### config.mk
export PLATFORM = sky130hd
export DESIGN_NAME = hifigan_conv_sequencer
export DESIGN_NICKNAME = d
export VERILOG_FILES = /design/src/rtl/hifigan_conv_sequencer.sv
export SDC_FILE = /design/constraint.sdc
export NUM_CORES = 1
export LEC_CHECK = 0
export CORE_ASPECT_RATIO = 0.8
export CORE_MARGIN = 2
export CORE_UTILIZATION = 51
export DETAILED_ROUTE_END_ITERATION = 10
export PLACE_DENSITY = 0.78
export SYNTH_ARGS = -nofsm -noshare
export SYNTH_HDL_FRONTEND = slang
export SYNTH_SLANG_ARGS = --single-unit
export TNS_END_PERCENT = 30
### constraint.sdc
create_clock -name clk -period 3.5 [get_ports clk]
set_input_delay 0.525 -clock clk [delete_from_list [all_inputs] [get_ports clk]]
set_output_delay 0.525 -clock clk [all_outputs]
set_load 0.01 [all_outputs]
### src/rtl/hifigan_conv_sequencer.sv
// Walks one 1-D conv layer through the MAC array: issues activation/weight tap reads,
// aligns MAC calc/clear to the returning data and hands each finished accumulator downstream.
module hifigan_conv_sequencer #(
  parameter int unsigned CH_W   = 10,
  parameter int unsigned ADDR_W = 16
) (
  input  logic              clk,
  input  logic              rst_n,
  input  logic              i_start,
  input  logic [CH_W-1:0]   i_num_in_ch,
  input  logic [CH_W-1:0]   i_num_out_ch,
  output logic              o_busy,
  output logic              o_done,
  output logic              o_rd_en,
  output logic [ADDR_W-1:0] o_act_addr,
  output logic [ADDR_W-1:0] o_wgt_addr,
  output logic              o_mac_calc_en,
  output logic              o_mac_clear_acc,
  input  logic [31:0]       i_mac_acc_raw,
  input  logic              i_mac_valid,
  output logic              o_res_valid,
  output logic [31:0]       o_res_data,
  output logic [CH_W-1:0]   o_res_ch,
  input  logic              i_res_ready
);

  typedef enum logic [1:0] {StIdle, StRun, StDrain, StHold} state_e;

  state_e            state_q, state_d;
  logic [CH_W-1:0]   n_in_q, n_in_d;
  logic [CH_W-1:0]   n_out_q, n_out_d;
  logic [CH_W-1:0]   in_ch_q, in_ch_d;
  logic [CH_W-1:0]   out_ch_q, out_ch_d;
  logic [ADDR_W-1:0] base_q, base_d;
  logic              calc_en_q, calc_en_d;
  logic              clear_q, clear_d;
  logic              last1_q, last1_d;
  logic              last2_q, last2_d;
  logic              res_valid_q, res_valid_d;
  logic [31:0]       res_data_q, res_data_d;
  logic [CH_W-1:0]   res_ch_q, res_ch_d;
  logic              done_q, done_d;
  logic              rd_en;

  // Capture timing is fixed by the tag pipeline; MAC valid is only a cross-check for the bench.
  logic unused_mac_valid;
  assign unused_mac_valid = i_mac_valid;

  always_ff @(posedge clk) begin
    if (!rst_n) begin
      state_q     <= StIdle;
      n_in_q      <= '0;
      n_out_q     <= '0;
      in_ch_q     <= '0;
      out_ch_q    <= '0;
      base_q      <= '0;
      calc_en_q   <= 1'b0;
      clear_q     <= 1'b0;
      last1_q     <= 1'b0;
      last2_q     <= 1'b0;
      res_valid_q <= 1'b0;
      res_data_q  <= '0;
      res_ch_q    <= '0;
      done_q      <= 1'b0;
    end else begin
      state_q     <= state_d;
      n_in_q      <= n_in_d;
      n_out_q     <= n_out_d;
      in_ch_q     <= in_ch_d;
      out_ch_q    <= out_ch_d;
      base_q      <= base_d;
      calc_en_q   <= calc_en_d;
      clear_q     <= clear_d;
      last1_q     <= last1_d;
      last2_q     <= last2_d;
      res_valid_q <= res_valid_d;
      res_data_q  <= res_data_d;
      res_ch_q    <= res_ch_d;
      done_q      <= done_d;
    end
  end

  always_comb begin
    state_d     = state_q;
    n_in_d      = n_in_q;
    n_out_d     = n_out_q;
    in_ch_d     = in_ch_q;
    out_ch_d    = out_ch_q;
    base_d      = base_q;
    res_valid_d = res_valid_q;
    res_data_d  = res_data_q;
    res_ch_d    = res_ch_q;
    calc_en_d   = 1'b0;
    clear_d     = 1'b0;
    last1_d     = 1'b0;
    last2_d     = last1_q;
    done_d      = 1'b0;
    rd_en       = 1'b0;

    unique case (state_q)
      StIdle: begin
        if (i_start) begin
          n_in_d   = (i_num_in_ch == '0) ? CH_W'(1) : i_num_in_ch;
          n_out_d  = (i_num_out_ch == '0) ? CH_W'(1) : i_num_out_ch;
          out_ch_d = '0;
          in_ch_d  = '0;
          base_d   = '0;
          state_d  = StRun;
        end
      end
      StRun: begin
        rd_en     = 1'b1;
        calc_en_d = 1'b1;
        clear_d   = (in_ch_q == '0);
        if (in_ch_q == n_in_q - CH_W'(1)) begin
          last1_d = 1'b1;
          in_ch_d = '0;
          state_d = StDrain;
        end else begin
          in_ch_d = in_ch_q + CH_W'(1);
        end
      end
      StDrain: begin
        // Final MAC sum is on i_mac_acc_raw exactly when the twice-delayed last tag is high.
        if (last2_q) begin
          res_data_d  = i_mac_acc_raw;
          res_ch_d    = out_ch_q;
          res_valid_d = 1'b1;
          state_d     = StHold;
        end
      end
      StHold: begin
        if (i_res_ready && res_valid_q) begin
          res_valid_d = 1'b0;
          if (out_ch_q == n_out_q - CH_W'(1)) begin
            done_d  = 1'b1;
            state_d = StIdle;
          end else begin
            out_ch_d = out_ch_q + CH_W'(1);
            base_d   = base_q + ADDR_W'(n_in_q);
            in_ch_d  = '0;
            state_d  = StRun;
          end
        end
      end
      default: state_d = StIdle;
    endcase
  end

  always_comb begin
    o_rd_en         = rd_en;
    o_act_addr      = rd_en ? ADDR_W'(in_ch_q) : '0;
    o_wgt_addr      = rd_en ? (base_q + ADDR_W'(in_ch_q)) : '0;
    o_busy          = (state_q != StIdle);
    o_done          = done_q;
    o_mac_calc_en   = calc_en_q;
    o_mac_clear_acc = clear_q;
    o_res_valid     = res_valid_q;
    o_res_data      = res_data_q;
    o_res_ch        = res_ch_q;
  end

endmodule
# Yosys cells after proc, flatten, opt, wreduce, memory -nomap -nowiden
# Cells that the tools add are included.
[word_totals]
latch_bits = 0
word_cells = 75
ram_bits = 0
n_memories = 0
out_inout_bits = 80
register_bits = 106
romBits = 0
[classes]
n_reduce_logical = 17
n_eq_ne = 10
n_addsub = 6
n_mul = 0
bitwise = 0
muxes = 28
shifts = 0
n_lt_le_gt_ge = 0
div_mod_pow = 0
[op_table]
columns = ["cell", "n"]
rows = [
  ["10-bit 2-to-1 mux", 9],
  ["16-bit 2-to-1 mux", 4],
  ["16-bit by 10-bit adder with 16-bit output", 2],
  ["16-bit one-hot mux with 2 select lines", 1],
  ["10-bit logical NOT", 3],
  ["10-bit one-hot mux with 3 select lines", 1],
  ["10-bit by 1-bit adder with 10-bit output, second input constant", 2],
  ["10-bit equality test", 2],
  ["10-bit one-hot mux with 2 select lines", 1],
  ["10-bit by 1-bit subtractor with 10-bit output, second input constant", 2],
  ["4-bit AND reduction", 3],
  ["2-bit != test, second input constant", 5],
  ["2-bit 2-to-1 mux", 4],
  ["2-bit one-hot mux with 4 select lines", 1],
  ["1-bit 2-to-1 mux", 6],
  ["2-bit AND reduction", 3],
  ["3-bit AND reduction", 2],
  ["2-bit nonzero test", 3],
  ["2-bit equality test, second input constant", 2],
  ["3-bit nonzero test", 1],
  ["2-bit by 1-bit equality test with 1-bit output, second input constant", 1],
  ["2-bit logical NOT", 1],
  ["1-bit one-hot mux with 2 select lines", 1],
  ["1-bit logical AND", 1],
]

# Longest topological paths before layout
# Gate-level depths: netlist (run 1).
[logic_depth]
ltp_word = 5
ltp_mapped = 12

# Worst setup path before layout (run 1)
# OpenSTA, ideal clock, no wires.
[synth_timing]
path_kind = "reg-to-output"
from = "register in_ch_q[0]"
to = "output port o_wgt_addr[12]"
path_buffers = 0
setup_slack_ns = 0.784
arrival_time_ns = 2.191
stages_incl_launch_ff = 11
cell_sequence = "dfxtp_1 > ha_1 > fa_1 > a21oi_1 > o21bai_1 > a21oi_1 > o21ai_0 > o211ai_1 > o21a_1 > or3_1 > a21oi_1"
[synth_via]
elab_chain_len = 2
[synth_rtl]
columns = ["item", "line", "source"]
rows = [
  ["start: declaration", "32", "logic [CH_W-1:0] in_ch_q, in_ch_d;"],
  ["start signal: assignment", "69", "in_ch_q <= in_ch_d;"],
  ["16-bit by 10-bit adder with 16-bit output", "153", "o_wgt_addr = rd_en ? (base_q + ADDR_W'(in_ch_q)) : '0;"],
  ["16-bit 2-to-1 mux", "153", ""],
  ["end: declaration", "16", "output logic [ADDR_W-1:0] o_wgt_addr,"],
]
# Every way passes these cells.

# Worst setup path after layout (run 1)
[layout_timing]
from = "register in_ch_q[0]"
to = "output port o_wgt_addr[14]"
# Same word-level chain as after synthesis.

==> impl_metrics.ini, run 1 <==
[placement]
gp_congestion = 0.9141
io_buffers = 129
place_area_um2 = 7445
placed_cells = 1008
post-dp-hpwl_mm = 11.78

[logic_synthesis]
synth.cell_area_um2 = 6038
synth-seq-cells = 106
synthDistinctLibCells = 61
synth_sequential_area_ratio_pct = 35.14
syn_inst = 754
yosys_most_used_dff = dfxtp_1
synth_edf_count = 0
synth_async_sr_flop_share_pct = 0
yosys_warnings = 0
post_synth.cell_area_avg_um2 = 8.008

[power]
p_leak_nw = 2.960
power.density_nw_per_um2 = 444.0
peakVddDrop_mv = 0.4329
p_clk_share_pct = 28.9
p_total_w = 0.003449
switching_share_pct = 35.61
combPwrFrac_pct = 31.2
cellInternalPower_w = 0.002221
power.sequential.fraction_pct = 40.0
power_switching_w = 0.001228

[critical_path]
crit_path_frequent_cell = a21oi_1
timing.critical_path.buf_inv = 1
cpLargestDelayFamily = compound AO/OA/AOI/OAI gates
required_ns = 2.97
library_cell_contributing_the_largest_single_delay_on_the_critical_path = dfxtp_1
worst-r2r-setup-slack_ns = 0.29
cp_cell_sequence = ha_1 -> fa_2 -> a21oi_2 -> o21bai_1 -> a21oi_1 -> o21ai_1 -> o211ai_1 -> o21a_2 -> or3_1 -> a21oi_1 -> clkdlybuf4s15_1
worst_ep_arrival_time_ns = 2.82
critPathCaptureType = output port
worst_path_largest_cell_delay_ns = 0.36
timing.critical_path.from_type = flop
timing.setup.critical_path_class = reg2out
path_max_fanout = 5

[finish]
finish.instance_area_um2 = 7770
nets = 961
num_antenna_cells = 0
fillers = 972
layout-drive-gt1-share_pct = 6.157
areaGrowthSynthToFinish_pct = 28.68
final_cell_count_no_fill = 1025

[global_routing]
grt_start_max_net_pins = 48
number_of_global_route_vias_before_repair = 5517
global_route_wire_length_before_repair_mm = 25.92
antenna_found_initial = 0
global_route.usage.total_pct = 24.80
grt_overflow = 0

[cts]
cts_tree = yes
cts_buffer_depth = 2
htree_num_levels = 3
clk_latency_ns = 0.35
path_clk_slew_ns = 0.07
cts-buffers-inserted = 9
clock_tree.root_cell = clkbuf_16
clock_sinks = 106

[floorplan]
die_x_um = 125.7
floorplan.initialDensity_pct = 52.43
die_area_um2 = 12730
placementRows = 35
ioPinCount = 137
vertical_die_dimension_um = 101.3
design.core.area_um2 = 11520

[timing]
clock_skew_ns = 0.007986
fin_setup_tns_ns = 0
finalHoldWorstSlack_ns = 0.4413
timing_hold_violations_final = 0
post-route-period-util_pct = 95.55
min_period_ns = 3.344
maxClockFrequency_ghz = 0.2990
setup_viol = 0
max-slew-margin-rel_pct = 37.04
maxSlewViolCount = 0
max_slew.worst_pin.slew_ns = 0.9438

[detailed_routing]
drt_iter0_markers = 373
number_of_nets_with_antenna_violations_after_detailed_routing = 0
avgRoutedWirePerCell_um = 15.30
vias = 5676
routed_wirelength_mm = 15.68
drc_errors = 0
routed_via_density = 5.538
detail_route.first_pass.iterations = 6

[run_status]
status = completed

[flow_run]
drv_cap = 0

[hold_path]
timing.hold.worst.class = reg2reg
## metal layers
metal	vias up	GRT usage, %	wire length (µm)
met1	2636	32.78	7066
met4	0	7.607	237
met3	28	5.177	1169
met2	188	41.29	7206
li1	2824	-	-
met5	-	0	0
## synthesized netlist by cell type, drive strengths merged (2+ instances only)
library cell	instances	area (µm²)
a211oi	3	22.52
a21bo	2	20.02
a21boi	70	525.5
a21o	4	30.03
a21oi	28	140.1
a2bb2oi	2	17.52
a31oi	5	31.28
a32o	3	30.03
and2	19	118.9
and3	9	56.30
buf	12	83.83
clkbuf	32	120.1
dfxtp	106	2122
fa	2	40.04
ha	30	375.4
inv	21	78.83
mux2i	4	40.04
nand2	153	574.3
nand2b	3	18.77
nand3	21	110.1
nand3b	3	22.52
nand4	12	75.07
nand4b	2	17.52
nor2	54	202.7
nor3	16	80.08
nor3b	4	30.03
nor4	5	31.28
nor4b	2	32.53
o2111ai	2	17.52
o211ai	5	51.30
o21a	3	22.52
o21ai	26	133.9
o21bai	4	30.03
o31ai	4	30.03
or3	11	68.82
or4	3	22.52
xnor2	20	175.2
xor2	34	297.8
## final cells by class
type	instances	area, µm²	share of cell area (%)
clock buffer	10	239.0	3.076
clock inverter	6	53.80	0.6924
inverter	22	82.58	1.063
multi-input combinational	587	3670	47.23
sequential	106	2128	27.39
tap	148	185.2	2.383
timing repair buffer	146	1411	18.16
## registers in the layout (all words and copies together) (netlist names), 2 cells and up
signal      count
state_q         2
o_res_data     32
n_in_q         10
in_ch_q        10
n_out_q        10
base_q         16
out_ch_q       10
o_res_ch       10
## final timing paths
check	startpoint	to	cells after the start
worst max-delay path	in_ch_q[0]	o_wgt_addr[14]	11
worst min-delay path	last1_q	last2_q	1
worst max register to register	n_out_q[0]	in_ch_q[9]	10
worst min register to register	last1_q	last2_q	1
## cell usage in the layout (no fill, tap or decap), types with 16 or more instances in the layout
cell | synthesis | layout
nand2_1 | 153 | 153
clkdlybuf4s50_1 | 0 | 122
dfxtp_1 | 106 | 103
a21boi_0 | 70 | 70
nor2_1 | 54 | 54
xor2_1 | 34 | 34
ha_1 | 30 | 30
a21oi_1 | 28 | 26
o21ai_0 | 24 | 22
inv_1 | 21 | 21
xnor2_1 | 20 | 20
nand3_1 | 20 | 20
and2_1 | 18 | 18
buf_4 | 7 | 17
nor3_1 | 16 | 16
## worst register-to-register path: cells and delay by family, from the launching register on
| kind | cells | cell delay [ns] |
|---|---|---|
| AO/OA/AOI/OAI | 4 | 0.91 |
| flip-flops | 1 | 0.38 |
| buffers and inverters | 1 | 0.09 |
| adder cells (fa/ha/maj) | 1 | 0.30 |
| AND/OR/NAND/NOR | 4 | 1.47 |
## per-stage QoR
| stage | setup WS [ns] | util (%) |
|---|---|---|
| after floorplan | 0.7837 | - |
| after global placement | 0.1872 | 64.64 |
| after detailed placement | 0.05816 | 64.64 |
| after CTS | -0.04682 | 67.28 |
| after global routing | -0.002449 | 67.46 |
| final | 0.1559 | 67.46 |
## power groups by stage
stage / Combinational, W / Clock, W / Sequential [W]
finish: 0.00108 / 0.000995 / 0.00138
global route: 0.00120 / 0.00108 / 0.00139
CTS: 0.00107 / 0.00102 / 0.00137
detailed placement: 0.00106 / 0 / 0.00140
global placement: 0.00102 / 0 / 0.00140
floorplan: 0.000754 / 0 / 0.00137
## what timing repair did
item / 4_1_cts / 5_1_grt
resized for setup: 8 / 13
endpoints found under the setup margin: 6 / 7
gates cloned: 0 / 0
pin swaps: 2 / 0
hold buffers: 0 / 0
setup buffers: 1 / 0
## cell families after synthesis
kind of cell	share of synthesized area (%)
AOI/OAI and AO/OA	20.06
xor gates and xnor gates	7.833
adders and majority gates	6.879
buffers and inverters	4.745
DFF	35.14
muxes	0.6631
other	0.06210
and+or+nand+nor	24.62
No activity file was read; power rests on OpenSTA's default activity.
==> run 2: changes to the inputs <==
clock period = 3.19 ns   (was 3.5 ns; I/O delays follow)
==> run 2 against run 1 <==
Compared with the run above: flip-flop and latch count did not move; total power is 12% higher; first-iteration DRC count fell by 19%; cell count increased by 1.6%; cell area increased by 1.8%; die area unchanged; clock-buffer cell count is 1 lower; utilization grew 1.2 points; worst hold slack better by 0.0058 ns; largest power group unchanged; highest routed layer unchanged.
==> impl_metrics.ini, run 2 (synthesis results as in run 1) <==
[timing]
maxSlewViolCount = 0
maxClockFrequency_ghz = 0.3274
timing_hold_violations_final = 0
max_slew.worst_pin.slew_ns = 0.8823
setup_viol = 0
clock_skew_ns = 0.006467
min_period_ns = 3.054
worst_slack_ns = 0.1361
max-slew-margin-rel_pct = 41.03
setup_repair_after_global_routing_missed_its_margin = true
post-route-period-util_pct = 95.74

[cts]
htree_num_levels = 3
clock_sinks = 106
cts_tree = yes
path_clk_slew_ns = 0.07
cts-buffers-inserted = 9
clock_tree.root_cell = clkbuf_16
clk_latency_ns = 0.35
cts.hold.buffers_added = 0
cts_buffer_depth = 2

[hold_path]
timing.hold.worst.class = reg2reg
hold_depth = 1
worstHoldStart = last1_q
whs_endpoint = last2_q

[floorplan]
placementRows = 35
design.core.area_um2 = 11520
die_area_um2 = 12730
vertical_die_dimension_um = 101.3
die_x_um = 125.7
floorplan.initialDensity_pct = 52.43
ioPinCount = 137

[critical_path]
rr_worst_depth = 11
timing.setup.critical_path_class = reg2out
critPathCaptureType = output port
required_ns = 2.71
regToRegEndpoint = base_q[8]
worst-r2r-setup-slack_ns = 0.19
path_max_fanout = 3
worst_ep_arrival_time_ns = 2.58
timing.critical_path.from_type = flop
rr_startpoint = n_out_q[1]

[finish]
final_cell_count_no_fill = 1041
nets = 977
number_of_flip_flops_in_the_largest_register = 32
num_antenna_cells = 0
layout-drive-gt1-share_pct = 8.959
mostFrequentLayoutCell = nand2_1
areaGrowthSynthToFinish_pct = 31.02
mostFrequentLayoutCells = nand2_1 (153), clkdlybuf4s50_1 (120), dfxtp_1 (102)

[run_status]
status = completed

[global_routing]
m3_gr_usage_pct = 6.181
number_of_global_route_vias_before_repair = 5559
groute.layer.met1.usage_pct = 33.03
global_route.usage.total_pct = 25.06
grt_overflow = 0
global_route_wire_length_before_repair_mm = 26.30
grt_use_met2_pct = 41.66
grt_start_max_net_pins = 63
antenna_found_initial = 0
grt.busiest_layer = met2

[detailed_routing]
routed_via_density = 5.533
drc_errors = 0
detail_route.first_pass.iterations = 6
number_of_nets_with_antenna_violations_after_detailed_routing = 0
avgRoutedWirePerCell_um = 15.35
drt_iter0_markers = 301
vias = 5760
routed_wirelength_mm = 15.98

[placement]
io_buffers = 129
placed_cells = 1021
post-dp-hpwl_mm = 11.92
gp_congestion = 0.8953
post-place-ws_ns = -0.03948

[power]
p_leak_nw = 3.032
peakVddDrop_mv = 0.3400
power.density_nw_per_um2 = 489.2

[flow_run]
drv_cap = 0
[run 2: power by group]
part / internal, W / switching (W)
Combinational: 0.000532 / 0.000728
Clock: 0.000555 / 0.000544
Sequential: 0.00140 / 0.000116
Total: 0.00248 / 0.00139
[run 2: per-layer routing]
layer	routed length (µm)	vias to the layer above	part of all wire [%]
met3	1130	23	7.1
met2	7335	232	46
met1	7290	2651	46
met5	0	-	0
li1	-	2854	-
met4	227	0	1.4
[run 2: through the flow]
step	util (%)	total power, W	area [µm²]	hold slack, ns	setup TNS [ns]
floorplan	-	0.002327	6057	0.4119	0
global placement	65.49	0.002700	7542	0.4216	0
detailed placement	65.49	0.002753	7542	0.4281	-0.08221
CTS	68.25	0.003855	7860	0.4485	-0.004176
global route	68.69	0.004099	7911	0.4615	-0.1053
finish	68.69	0.003870	7911	0.4471	0
[run 2: critical path, stage by stage, from the launching register on]
cell,delay [ns]
dfxtp_2,0.34
ha_1,0.31
a21o_1,0.18
a21oi_2,0.17
o21ai_0,0.12
a21o_1,0.22
a21oi_1,0.18
xor2_1,0.08
nor2_1,0.08
clkdlybuf4s50_1,0.54
[run 2: how the worst max path moves through the flow]
stage                                end       start
final                      o_wgt_addr[7]  in_ch_q[1]
after floorplan           o_wgt_addr[12]  in_ch_q[0]
after global placement    o_wgt_addr[13]  in_ch_q[1]
after global routing       o_wgt_addr[7]  in_ch_q[1]
after CTS                  o_wgt_addr[8]  in_ch_q[0]
after detailed placement  o_wgt_addr[13]  in_ch_q[1]
[run 2: layout make-up]
type / instances / area [µm²]
Multi-Input combinational cell: 587 / 3719
Fill cell: 975 / 3606
Sequential cell: 106 / 2127
Timing Repair Buffer: 162 / 1505
Clock buffer: 9 / 225.2
Tap cell: 148 / 185.2
Inverter: 22 / 82.58
Clock inverter: 7 / 67.56
[run 2: repair_timing]
item / 4_1_cts / 5_1_grt
pin swaps: 3 / 8
buffers inserted: 1 / 3
setup endpoints to repair: 8 / 29
gates resized for setup: 18 / 22
gates cloned: 0 / 0
==> run 3: changes to the inputs <==
CAP_MARGIN = 0   (was default)
SLEW_MARGIN = 20   (was default)
==> results of run 3 <==
The final DEF is identical to that of run 2; final timing and power are the same.
